## config.mk

```make
export PLATFORM = sky130hd
export DESIGN_NAME = cpu_controller
export DESIGN_NICKNAME = d
export VERILOG_FILES = /design/src/rtl/cpu_pkg.sv /design/src/rtl/instr_decoder.sv /design/src/rtl/cpu_controller.sv
export SDC_FILE = /design/constraint.sdc
export NUM_CORES = 1
export LEC_CHECK = 0
export ABC_AREA = 1
export CAP_MARGIN = 0
export CORE_ASPECT_RATIO = 1.75
export CORE_MARGIN = 2
export CORE_UTILIZATION = 41
export CTS_CLUSTER_DIAMETER = 80
export DETAILED_ROUTE_END_ITERATION = 12
export HOLD_SLACK_MARGIN = 0.08
export PLACE_DENSITY_LB_ADDON = 0.08
export RECOVER_POWER = 50
export SLEW_MARGIN = 20
export SYNTH_ARGS = -nofsm -noshare
export SYNTH_HDL_FRONTEND = slang
export SYNTH_SLANG_ARGS = --single-unit
```

## constraint.sdc

```tcl
create_clock -name clk -period 1.97 [get_ports clk]
set_input_delay 0.2955 -clock clk [delete_from_list [all_inputs] [get_ports clk]]
set_output_delay 0.2955 -clock clk [all_outputs]
set_load 0.1 [all_outputs]
```

## src/rtl/cpu_pkg.sv

```systemverilog
// cpu_pkg: shared FSM states, instruction encodings and control codes for the CPU controller.
package cpu_pkg;
    typedef enum logic [2:0] {S_WAIT, S_DECODE, S_WIMM, S_GETA, S_GETB, S_EXEC, S_WREG} state_t;
    localparam logic [2:0] OPC_MOV = 3'b110;
    localparam logic [2:0] OPC_ALU = 3'b101;
    localparam logic [1:0] OP_MOVR = 2'b00;
    localparam logic [1:0] OP_MOVI = 2'b10;
    localparam logic [1:0] OP_ADD  = 2'b00;
    localparam logic [1:0] OP_CMP  = 2'b01;
    localparam logic [1:0] OP_AND  = 2'b10;
    localparam logic [1:0] OP_MVN  = 2'b11;
    localparam logic [1:0] VSEL_C   = 2'b00;
    localparam logic [1:0] VSEL_IMM = 2'b10;
    localparam logic [1:0] ALU_ADD  = 2'b00;
    localparam logic [1:0] ALU_SUB  = 2'b01;
    localparam logic [1:0] ALU_AND  = 2'b10;
    localparam logic [1:0] ALU_NOTB = 2'b11;
endpackage

```

## src/rtl/instr_decoder.sv

```systemverilog
// instr_decoder: splits the instruction register into fields and sign-extends both immediates.
module instr_decoder
    import cpu_pkg::*;
#(
    parameter int DW = 16
) (
    input  logic [15:0]   i_ir,
    output logic [2:0]    o_opcode,
    output logic [1:0]    o_op,
    output logic [2:0]    o_rn,
    output logic [2:0]    o_rd,
    output logic [1:0]    o_sh,
    output logic [2:0]    o_rm,
    output logic [DW-1:0] o_sximm8,
    output logic [DW-1:0] o_sximm5
);
    assign o_opcode = i_ir[15:13];
    assign o_op     = i_ir[12:11];
    assign o_rn     = i_ir[10:8];
    assign o_rd     = i_ir[7:5];
    assign o_sh     = i_ir[4:3];
    assign o_rm     = i_ir[2:0];
    assign o_sximm8 = {{(DW-8){i_ir[7]}}, i_ir[7:0]};
    assign o_sximm5 = {{(DW-5){i_ir[4]}}, i_ir[4:0]};
endmodule

```

## src/rtl/cpu_controller.sv

```systemverilog
// cpu_controller: IR, multi-cycle control FSM and status flags of the RISC CPU.
// Define CTRL_FLAGS_ALL_EN to update Z/N/V on every ALU-class instruction, not only CMP.
module cpu_controller
    import cpu_pkg::*;
#(
    parameter int DW = 16,
    parameter int RW = 3
) (
    input  logic          clk,
    input  logic          reset,
    input  logic          s,
    input  logic          load,
    input  logic [15:0]   in,
    input  logic [2:0]    zno,
    output logic          w,
    output logic [RW-1:0] readnum,
    output logic [RW-1:0] writenum,
    output logic          write,
    output logic          loada,
    output logic          loadb,
    output logic          loadc,
    output logic          loads,
    output logic          asel,
    output logic          bsel,
    output logic [1:0]    vsel,
    output logic [1:0]    ALUop,
    output logic [1:0]    shift,
    output logic [DW-1:0] sximm8,
    output logic [DW-1:0] sximm5,
    output logic          Z,
    output logic          N,
    output logic          V
);
    state_t      r_state;
    logic [15:0] r_ir;
    logic [2:0]  r_flags;
    logic [2:0]  w_opc, w_rn, w_rd, w_rm;
    logic [1:0]  w_op;
    logic        w_cmp, w_loads;

    instr_decoder #(.DW(DW)) u_dec (
        .i_ir(r_ir), .o_opcode(w_opc), .o_op(w_op), .o_rn(w_rn), .o_rd(w_rd),
        .o_sh(shift), .o_rm(w_rm), .o_sximm8(sximm8), .o_sximm5(sximm5)
    );

    assign w_cmp = w_opc == OPC_ALU && w_op == OP_CMP;
`ifdef CTRL_FLAGS_ALL_EN
    assign w_loads = r_state == S_EXEC && w_opc == OPC_ALU;
`else
    assign w_loads = r_state == S_EXEC && w_cmp;
`endif

    // Strobes are masked by reset so an aborted instruction cannot write in the reset cycle
    assign w        = r_state == S_WAIT;
    assign readnum  = RW'(r_state == S_GETA ? w_rn : r_state == S_GETB ? w_rm : 3'd0);
    assign writenum = RW'(r_state == S_WIMM ? w_rn : r_state == S_WREG ? w_rd : 3'd0);
    assign write    = !reset && (r_state == S_WIMM || r_state == S_WREG);
    assign loada    = !reset && r_state == S_GETA;
    assign loadb    = !reset && r_state == S_GETB;
    assign loadc    = !reset && r_state == S_EXEC && !w_cmp;
    assign loads    = !reset && w_loads;
    assign asel     = r_state == S_EXEC && w_opc == OPC_MOV;
    assign bsel     = 1'b0;
    assign vsel     = r_state == S_WIMM ? VSEL_IMM : VSEL_C;
    assign ALUop    = r_state == S_EXEC && w_opc == OPC_ALU ? w_op : ALU_ADD;
    assign {Z, N, V} = r_flags;

    always_ff @(posedge clk) begin
        if (reset) begin
            r_state <= S_WAIT;
            r_ir    <= '0;
            r_flags <= '0;
        end else begin
            if (w_loads) r_flags <= zno;
            case (r_state)
                S_WAIT: begin
                    if (load) r_ir <= in;
                    if (s) r_state <= S_DECODE;
                end
                S_DECODE: r_state <= (w_opc == OPC_MOV && w_op == OP_MOVI) ? S_WIMM :
                                     ((w_opc == OPC_MOV && w_op == OP_MOVR) ||
                                      (w_opc == OPC_ALU && w_op == OP_MVN)) ? S_GETB :
                                     (w_opc == OPC_ALU) ? S_GETA : S_WAIT;
                S_GETA:   r_state <= S_GETB;
                S_GETB:   r_state <= S_EXEC;
                S_EXEC:   r_state <= w_cmp ? S_WAIT : S_WREG;
                default:  r_state <= S_WAIT;
            endcase
        end
    end
endmodule
```

; Yosys cells after proc, flatten, opt, wreduce, memory -nomap -nowiden
; Index checks and enable logic that the tools add are counted.
[totals]
input_bits = 23
elab_cells = 47
regBits = 22
out_inout_bits = 55
[classes]
n_reduce_logical = 20
mux = 12
n_eq_ne = 12
[op_table]
columns = cell, count
row1 = two-way mux 3 bit, 8
row2 = "== test 3 bit, second input constant", 5
row3 = one-hot mux 3 bit (5 select lines), 1
row4 = logical AND 1 bit, 13
row5 = "== test 3 x 2 -> 1 bit, second input constant", 2
row6 = two-way mux 2 bit, 3
row7 = "== test 2 bit, second input constant", 2
row8 = "== test 3 x 1 -> 1 bit, second input constant", 1
row9 = zero test 3 bit, 1
row10 = "== test 2 x 1 -> 1 bit, second input constant", 1
row11 = zero test 1 bit, 2
row12 = zero test 2 bit, 1
row13 = logical OR 1 bit, 2
row14 = "inequality test 2 bit, second input constant", 1
row15 = AND reduction 2 bit, 1

; Longest topological paths before layout
[depth]
word_depth = 6
ltp_mapped = 7
depth_no_buf = 6

; By module
; From an unflattened synthesis, not the netlist that was laid out.
[hier_totals]
hier_cells = 212
area_unflattened_um2 = 1475.2
[by_module_without_submodules]
columns = mod, seq_area_each_um2, area_per_inst_um2, cells_each, instances
row1 = cpu_controller, 440.4, 1114.8, 164, 1
row2 = instr_decoder, 0.0, 360.3, 48, 1

; Worst setup path after synthesis
; No wires, ideal clock.
[synth_path]
path_type = reg-to-output
from = register r_state[2]
to = output port asel
required_time_ns = 1.674
stages_incl_launch_ff = 4
slack_ns = -1.802
n_path_buf = 1
t_arrival_ns = 3.476
cell_sequence = dfxtp_1 > buf_2 > inv_1 > nor4_1
[synth_via]
elab_chain_len = 2
[synth_rtl]
columns = item, line_no
row1 = "start, declared", cpu_controller.sv:34  ; state_t r_state;
row2 = "start signal, assigned", cpu_controller.sv:80  ; S_DECODE: r_state <= (w_opc == OPC_MOV && w_op == OP_MOVI) ? S_WIMM :
row3 = "start signal, assigned", cpu_controller.sv:86  ; S_EXEC: r_state <= w_cmp ? S_WAIT : S_WREG;
row4 = == test 3 bit, cpu_controller.sv:62  ; assign asel = r_state == S_EXEC && w_opc == OPC_MOV;
row5 = logical AND 1 bit, cpu_controller.sv:62
row6 = "end, declared", cpu_controller.sv:23  ; output logic asel,
; No other way between the ends.

; Worst setup path after layout
[layout_path]
from = register r_state[1]
to = output port ALUop[0]
[layout_via]
elab_chain_len = 3
[layout_rtl]
columns = item, line_no
row1 = == test 3 bit, cpu_controller.sv:65  ; assign ALUop = r_state == S_EXEC && w_opc == OPC_ALU ? w_op : ALU_ADD;
row2 = logical AND 1 bit, cpu_controller.sv:65
row3 = two-way mux 2 bit, cpu_controller.sv:65
row4 = "end, declared", cpu_controller.sv:26  ; output logic [1:0] ALUop,
; No other way between the ends.

==> flow_summary.yaml <==
status:
  outcome: "complete, no violations"
grt:
  grt_pass1_vias: 1409
  grt_max_degree: 17
  antenna_found_initial: 0
  grt_first_pass_wirelength_um: 6130
  grtUsageTotal: 0.216
  overflow: 0
pwr:
  power.internal_uw: 800
  static-leakage-power_nw: 0.900
  clock_power_share: 0.225
  netSwitchingPower_uw: 648
  ir_worst_vdd_v: 0.000703
  powerDensity_nw_per_um2: 665
  p_total_mw: 1.45
  power_frac_seq: 0.340
  comb_power_share: 0.435
  switching_share: 0.447
placed_design:
  dp_hpwl_um: 3210
  gp_congestion: 0.861
  port_buffers: 75
  dp_cells: 280
critical_path:
  setup.worst_path.class: "reg -> out"
  max_stage_delay_ns: 0.40
  crit_slowest_cell: "dfxtp_1"
  crit_chain: "inv_2, nand2_1, nor2_4, nand2_1, nor2_4, buf_12"
  startpoint_type: "flip-flop"
  crit_arrival_ns: 1.59
  endpoint_kind: "primary output"
  path_max_fanout: 7
  cp_top_family: "simple AND/OR/NAND/NOR gates"
  r2r_slack_ns: 0.42
  worst-path-buf-inv: 2
  cp.required_ns: 1.67
floorplan:
  ios: 78
  die_h_um: 80.6
  dieArea_sq_um: 3850
  num_rows: 27
  core_sq_um: 3180
  initial_core_util: 0.433
  die_w_um: 47.8
synth:
  synth_top_area_share: 0.320
  ys_seq_area_frac: 0.320
  yosysWarnings: 0
  netlist_area_sq_um: 1380
  syn_inst: 199
  synth_top_area_cell: "dfxtp_1"
  synth_seq_cells: 22
  syn_area_per_cell_sq_um: 6.92
  synthDistinctLibCells: 22
  synthTopCellsByArea: "dfxtp_1, buf_4, nand2_1"
route:
  vias_per_cell: 4.83
  dr.pass1.iters: 4
  ant_nets: 0
  num_vias: 1371
  wl_um: 3910
  drc: 0
  drt_iter0_markers: 43
  wl_per_cell_um: 13.8
layout:
  multi_input_area_sq_um: 628
  fin_cells: 284
  final_common_cell: "nand2_1"
  diodes: 0
  drive_gt1_frac: 0.353
  register_area_sq_um: 442
  fillCellCount: 289
  fin_nets: 265
  area_growth_pct: 58.2
  final_cell_mix: "nand2_1, buf_12, a21oi_1, clkbuf_2"
clock_tree:
  cts_root_buf: "clkbuf_8"
  cts_tree: "built"
  clk_latency_ns: 0.27
  cts_made_buffers: 3
  cts.htree.levels: 1
  path_clk_slew_ns: 0.08
  cts_buffer_depth: 2
  cts_setup_buffers: 0
  hold_buffers: 0
  clock_sinks: 22
run:
  max-cap-violations: 0
timing:
  worst_pin_slew_ns: 0.613
  max_slew_margin: 0.591
  fin_worst_skew_ns: 0.00818
  final_max_slew_viol_count: 0
  finalCritPeriodShare: 0.959
  rsz0062_at_grt: "no"
  period_minus_slack_ns: 1.89
  max_freq_ghz: 0.529
  fin_setup_tns_ns: 0
  hold_viol: 0
  setup_viol: 0
min_path:
  hold_class: "reg -> reg"
cells by family after synthesis:
kind of cell,count (synthesis),share of synthesized area
buffers and inverters,62,0.287
AND/OR/NAND/NOR,84,0.275
AO/OA/AOI/OAI,30,0.115
other,1,0.00272
flip-flops,22,0.320
routing by layer:
| metal | share of wire | global-route usage |
|---|---|---|
| met5 | 0 | 0 |
| met4 | 0.032 | 0.103 |
| met3 | 0.058 | 0.0247 |
| met2 | 0.57 | 0.409 |
| met1 | 0.34 | 0.209 |
Yosys cell counts:
master	number
nand2_1	37
nand4_1	4
o22ai_1	3
nand3_1	22
clkbuf_4	1
a21oi_1	22
nor2_2	1
nor3_4	1
dfxtp_1	22
o21ai_0	4
nor3_1	1
inv_1	16
clkbuf_1	4
nor2_1	16
buf_2	1
conb_1	1
a21oi_2	1
buf_6	3
inv_2	1
nor4_1	1
nand2_4	1
buf_4	36
worst reg2reg max path: cells and delay by family (launching register included):
| family | cells | cell delay (ns) |
|---|---|---|
| simple gates | 3 | 0.85 |
| flops | 1 | 0.32 |
| buf+inv | 1 | 0.16 |
| compound gates | 1 | 0.07 |
area by class of cell:
type / count / area share
clock buffer: 4 / 0.0253
inverter: 17 / 0.0293
multi-input combinational: 116 / 0.289
sequential: 22 / 0.203
tap: 43 / 0.0247
timing repair buffer: 82 / 0.429
worst paths after layout:
path                    from        to  depth (start not counted)
setup / recovery  r_state[1]  ALUop[0]                          6
hold / removal       r_ir[8]   r_ir[8]                          2
setup reg to reg  r_state[2]   r_ir[4]                          5
hold reg to reg      r_ir[8]   r_ir[8]                          2
state kept, by name, indices dropped and copies added, names as in the netlist:
register / count
r_ir: 16
r_state: 3
r_flags: 3
power by group through the flow:
stage / sequential, mW / combinational (mW) / clock [mW]
floorplan: 0.501 / 0.523 / 0
global placement: 0.500 / 0.692 / 0
detailed placement: 0.502 / 0.699 / 0
CTS: 0.492 / 0.701 / 0.330
global route: 0.495 / 0.654 / 0.339
finish: 0.492 / 0.629 / 0.326
through the flow:
stage	area [sq um]	utilization	hold WS, ns	worst slack (ns)
after floorplan	1450	-	0.439	-0.638
final	2180	0.686	0.474	0.0802
after global placement	2330	0.734	0.456	0.240
after detailed placement	2330	0.734	0.463	0.184
after global routing	2180	0.686	0.492	0.0111
after CTS	2390	0.754	0.474	0.00827
what timing repair did:
item	in CTS	in global routing
setup endpoints to repair	1	4
cloned	0	0
gates resized for setup	2	2
(Power assumes the default switching activity.)
==> RTL change 1 (config.mk and constraints unchanged) <==
`DW` is set to 16 in 2 places; all go to 12.
--- a/src/rtl/instr_decoder.sv
+++ b/src/rtl/instr_decoder.sv
@@ -2,7 +2,7 @@
 module instr_decoder
     import cpu_pkg::*;
 #(
-    parameter int DW = 16
+    parameter int DW = 12
 ) (
     input  logic [15:0]   i_ir,
     output logic [2:0]    o_opcode,
--- a/src/rtl/cpu_controller.sv
+++ b/src/rtl/cpu_controller.sv
@@ -3,7 +3,7 @@
 module cpu_controller
     import cpu_pkg::*;
 #(
-    parameter int DW = 16,
+    parameter int DW = 12,
     parameter int RW = 3
 ) (
     input  logic          clk,
Ports: changed (resized sximm5 and sximm8); port bits go from 78 to 70. The function was not compared with the original's and may differ.
==> RTL change 1 against the original RTL <==
  * Cell count decreased by 2.8%
  * Total power shrank 1.7%
  * Sequential cell count unchanged
  * Wire length shrank 5.8%
  * Area after synthesis shrank 4.4%
  * Final area down 5.4%
  * Worst hold slack lost 0.0088 ns
  * Clock power up 30%
  * Worst setup slack gained 0.018 ns
  * Largest power group unchanged
==> RTL change 1: results (changes against the original RTL) <==
metric,value,unit,change
R2R setup slack,0.53,ns,+0.11 ns
worst clock skew,0.00674,ns,-0.00144 ns
DP Wirelength,3030,µm,-5.8%
Synth Area in Compound Gates,12.0,%,+0.52 points
Syn Inst Count,191,,-4.0%
DR vias,1366,,-0.36%
largest net degree at the start of global routing,18,,+1
vias per inst,4.95,,+2.5%
drt wl/cell,13.3,µm,-3.1%
slew margin rel.,47.3,%,-12 points
Placed Area,2110,µm²,-9.5%
"Seq/Total Area, Yosys",33.5,%,+1.5 points
Hold Path Sink,r_flags[2]$_SDFFE_PP0P_,,
Total GRT Usage,20.9,%,-0.76 points
status,completed,,
Fillers,310,,+7.3%
share of post-route cells with drive strength above 1,33.0,%,-2.2 points
Worst VDD drop,0.572,mV,-19%
Critical path origin,r_state[0]$_SDFFE_PP0P_,,
first-pass GRT wire length,5700,µm,-7.1%
Leak,0.845,nW,-6.1%
I/O Buffers,67,,-11%
post-place setup slack,0.235,ns,+0.0512 ns
"top cells by count, synth","37 x nand2_1, 28 x buf_4, 22 x a21oi_1, 22 x dfxtp_1, 22 x nand3_1",,
placed insts,272,,-2.9%
max incr delay on CP,0.45,ns,+0.05 ns
largest cells by area after synthesis,"dfxtp_1 33%, buf_4 16%, nand2_1 11%",,
vias in the first global route,1348,,-4.3%
## RTL change 1: report_power, final
part	leakage [nW]	switching (mW)	internal, mW	total, mW
combinational	0.629	0.385	0.121	0.506
sequential	0.180	0.0255	0.468	0.494
clock	0.0357	0.151	0.272	0.423
total	0.845	0.562	0.861	1.42
## RTL change 1: worst max-delay path by stage
stage,to,cells past startpoint,slack (ns)
2_1_floorplan,asel,3,-0.64
6_report,ALUop[0],5,0.1
4_1_cts,loads,5,0.03
5_1_grt,ALUop[1],5,0.004
3_3_place_gp,loads,5,0.35
3_5_place_dp,loads,5,0.23
## RTL change 1: what timing repair did
item	4_1_cts	5_1_grt
endpoints found under the setup margin	1	1
buffers inserted	0	0
resized for setup	2	3
## RTL change 1: kinds of logic after synthesis
group           after synthesis
compound gates               30
simple gates                 84
other cells                   1
buf+inv                      54
flops                        22
## RTL change 1: metal layers
| metal | wire [µm] | up-vias | track usage (%) |
|---|---|---|---|
| met4 | 158 | 0 | 13.3 |
| li1 | - | 672 | - |
| met1 | 1200 | 631 | 19.9 |
| met5 | 0 | - | 0 |
| met3 | 199 | 13 | 2.50 |
| met2 | 2120 | 50 | 38.2 |
## RTL change 1: area by class of cell
cell class,instances,share of cell area (%)
tap,43,2.61
sequential,22,21.4
multi-input combinational,116,30.9
inverter,17,3.10
timing repair buffer,74,38.6
clock inverter,1,1.46
clock buffer,3,2.00
## RTL change 1: stage by stage
step	setup TNS [ns]	utilization (%)
finish	0	66.3
global route	0	66.3
CTS	0	70.4
detailed placement	0	67.9
global placement	0	67.9
floorplan	-0.638	-
## RTL change 1: critical path: cells and delay by family, from the launching register on
family / cells / cell delay (ns)
buf+inv: 1 / 0.18
simple gates: 4 / 0.67
flops: 1 / 0.45
==> RTL change 2 (same flow settings) <==
Without the edit above. Put a register stage on the output `sximm5`, without a reset. The value now appears one clock later. The other outputs are not delayed to match.
--- a/src/rtl/cpu_controller.sv
+++ b/src/rtl/cpu_controller.sv
@@ -31,6 +31,8 @@
     output logic          N,
     output logic          V
 );
+
+    logic [DW-1:0] sximm5_d;
     state_t      r_state;
     logic [15:0] r_ir;
     logic [2:0]  r_flags;
@@ -40,7 +42,7 @@
 
     instr_decoder #(.DW(DW)) u_dec (
         .i_ir(r_ir), .o_opcode(w_opc), .o_op(w_op), .o_rn(w_rn), .o_rd(w_rd),
-        .o_sh(shift), .o_rm(w_rm), .o_sximm8(sximm8), .o_sximm5(sximm5)
+        .o_sh(shift), .o_rm(w_rm), .o_sximm8(sximm8), .o_sximm5(sximm5_d)
     );
 
     assign w_cmp = w_opc == OPC_ALU && w_op == OP_CMP;
@@ -88,4 +90,8 @@
             endcase
         end
     end
+    always_ff @(posedge clk) begin
+        sximm5 <= sximm5_d;
+    end
+
 endmodule
Check against the original RTL: not equivalent (Yosys sat finds a counterexample within 4 cycles, from zero or initial values and one cycle with reset high).
==> RTL change 2 against the original RTL <==
  * First-iteration DRC count is 28% lower
  * Highest routed layer unchanged
  * Cell count is 4.6% higher
  * Sequential cell count is 5 higher
  * Worst setup slack better by 0.11 ns
  * Clock power is 6% lower
  * Sequential power is 22% higher
  * Die area is 5.3% higher
  * Total power is 9.6% higher
  * Final area is 11% higher
  * Largest cell class unchanged
  * Area after synthesis is 5.7% higher
  * Critical path type unchanged
  * Sequential share of layout area is 2.2 points higher
  * Wire length is 11% lower
==> RTL change 2: results (changes against the original RTL) <==
metric,value,unit,change
Total GRT Usage,17.6,%,-4.0 points
cells on worst reg2reg path,5,,unchanged
post-route insts no fill,297,,+4.6%
R2R setup slack,0.21,ns,-0.21 ns
status,completed,,
Hold Slack,0.397,ns,-0.0777 ns
Reg power frac,38.0,%,+4.0 points
met3 usage,3.96,%,+1.5 points
Syn Inst Count,203,,+2.0%
Psw,0.673,mW,+3.9%
Leak,1.02,nW,+13%
DP Wirelength,2860,µm,-11%
end of the critical path,loads,,
"Seq/Total Area, Yosys",37.1,%,+5.1 points
Hold Path Sink,sximm5[3]$_DFF_P_,,
post-route setup slack,0.186,ns,+0.105 ns
Design Power,1.59,mW,+9.6%
vias in the first global route,1323,,-6.1%
Final Hold Violating Endpoints,0,,unchanged
Slew @ Worst Pin,0.550,ns,-0.0636 ns
Final GP Congestion,0.857,,-0.38%
post-place setup slack,0.310,ns,+0.126 ns
placed insts,293,,+4.6%
share of post-route cells with drive strength above 1,33.3,%,-1.9 points
largest net degree at the start of global routing,19,,+2
Worst Path Max Fanout,11,,+4
worst clock skew,0.00322,ns,-0.00496 ns
Finished Cell Area,2410,µm²,+11%
largest registers,"r_ir: 16 flops, sximm5: 5 flops",,
met2 Usage GRT,34.0,%,-6.9 points
Critical path origin,r_state[2]$_SDFFE_PP0P_,,
Gate power share,42.6,%,-0.9 points
Yosys cell types,21,,-4.5%
Iter 0 DRT Violations,31,,-28%
met2 routed WL,2020,µm,-9.5%
Layout Nets,276,,+4.2%
GR met1 Demand/Resource,17.7,%,-3.2 points
min-delay src,r_ir[3]$_SDFFE_PP0P_,,
Antenna Diode Count,0,,unchanged
"top cells by count, synth","38 x nand2_1, 32 x buf_4, 27 x dfxtp_1",,
max incr delay on CP,0.43,ns,+0.03 ns
WL met1,1200,µm,-8.7%
largest cells by area after synthesis,"dfxtp_1 37%, buf_4 17%, nand2_1 9.8%",,
crit path DAT,1.49,ns,-0.10 ns
first-pass GRT wire length,5800,µm,-5.5%
# resized after CTS,1,,-1
Fillers,283,,-2.1%
Worst R2R End,r_ir[15]$_SDFFE_PP0P_,,
vias per inst,4.74,,-1.9%
drt wl/cell,11.7,µm,-15%
## RTL change 2: cell count changes in the layout (fill, tap and decap cells not counted), sizes merged
cell           before  now
nand2              38   39
clkdlybuf4s50      21   22
buf                33   44
nand3              22   23
dfxtp              22   27
nand4               4    1
clkinv              0    1
dlygate4sd3         1    0
inv                17   19
a21oi              23   20
clkbuf             31   20
nor2               17   23
nor3                2    3
## RTL change 2: cell families after synthesis
kind of cell	after synthesis	synth area share [%]
compound gates	27	9.54
flops	27	37.1
other cells	1	0.258
simple gates	90	27.9
buf+inv	58	25.1
## RTL change 2: critical path, delay by kind of cell, from the launching register on
kind / cells / cell delay (ns)
and+or+nand+nor: 4 / 0.61
DFF: 1 / 0.43
buffers and inverters: 1 / 0.18
## RTL change 2: area by class of cell
cell class	instances	area share, %
Clock buffer	3	1.71
Inverter	19	2.95
Timing Repair Buffer	83	45.5
Sequential cell	27	22.5
Multi-Input combinational cell	119	24.8
Tap cell	45	2.33
Clock inverter	1	0.207
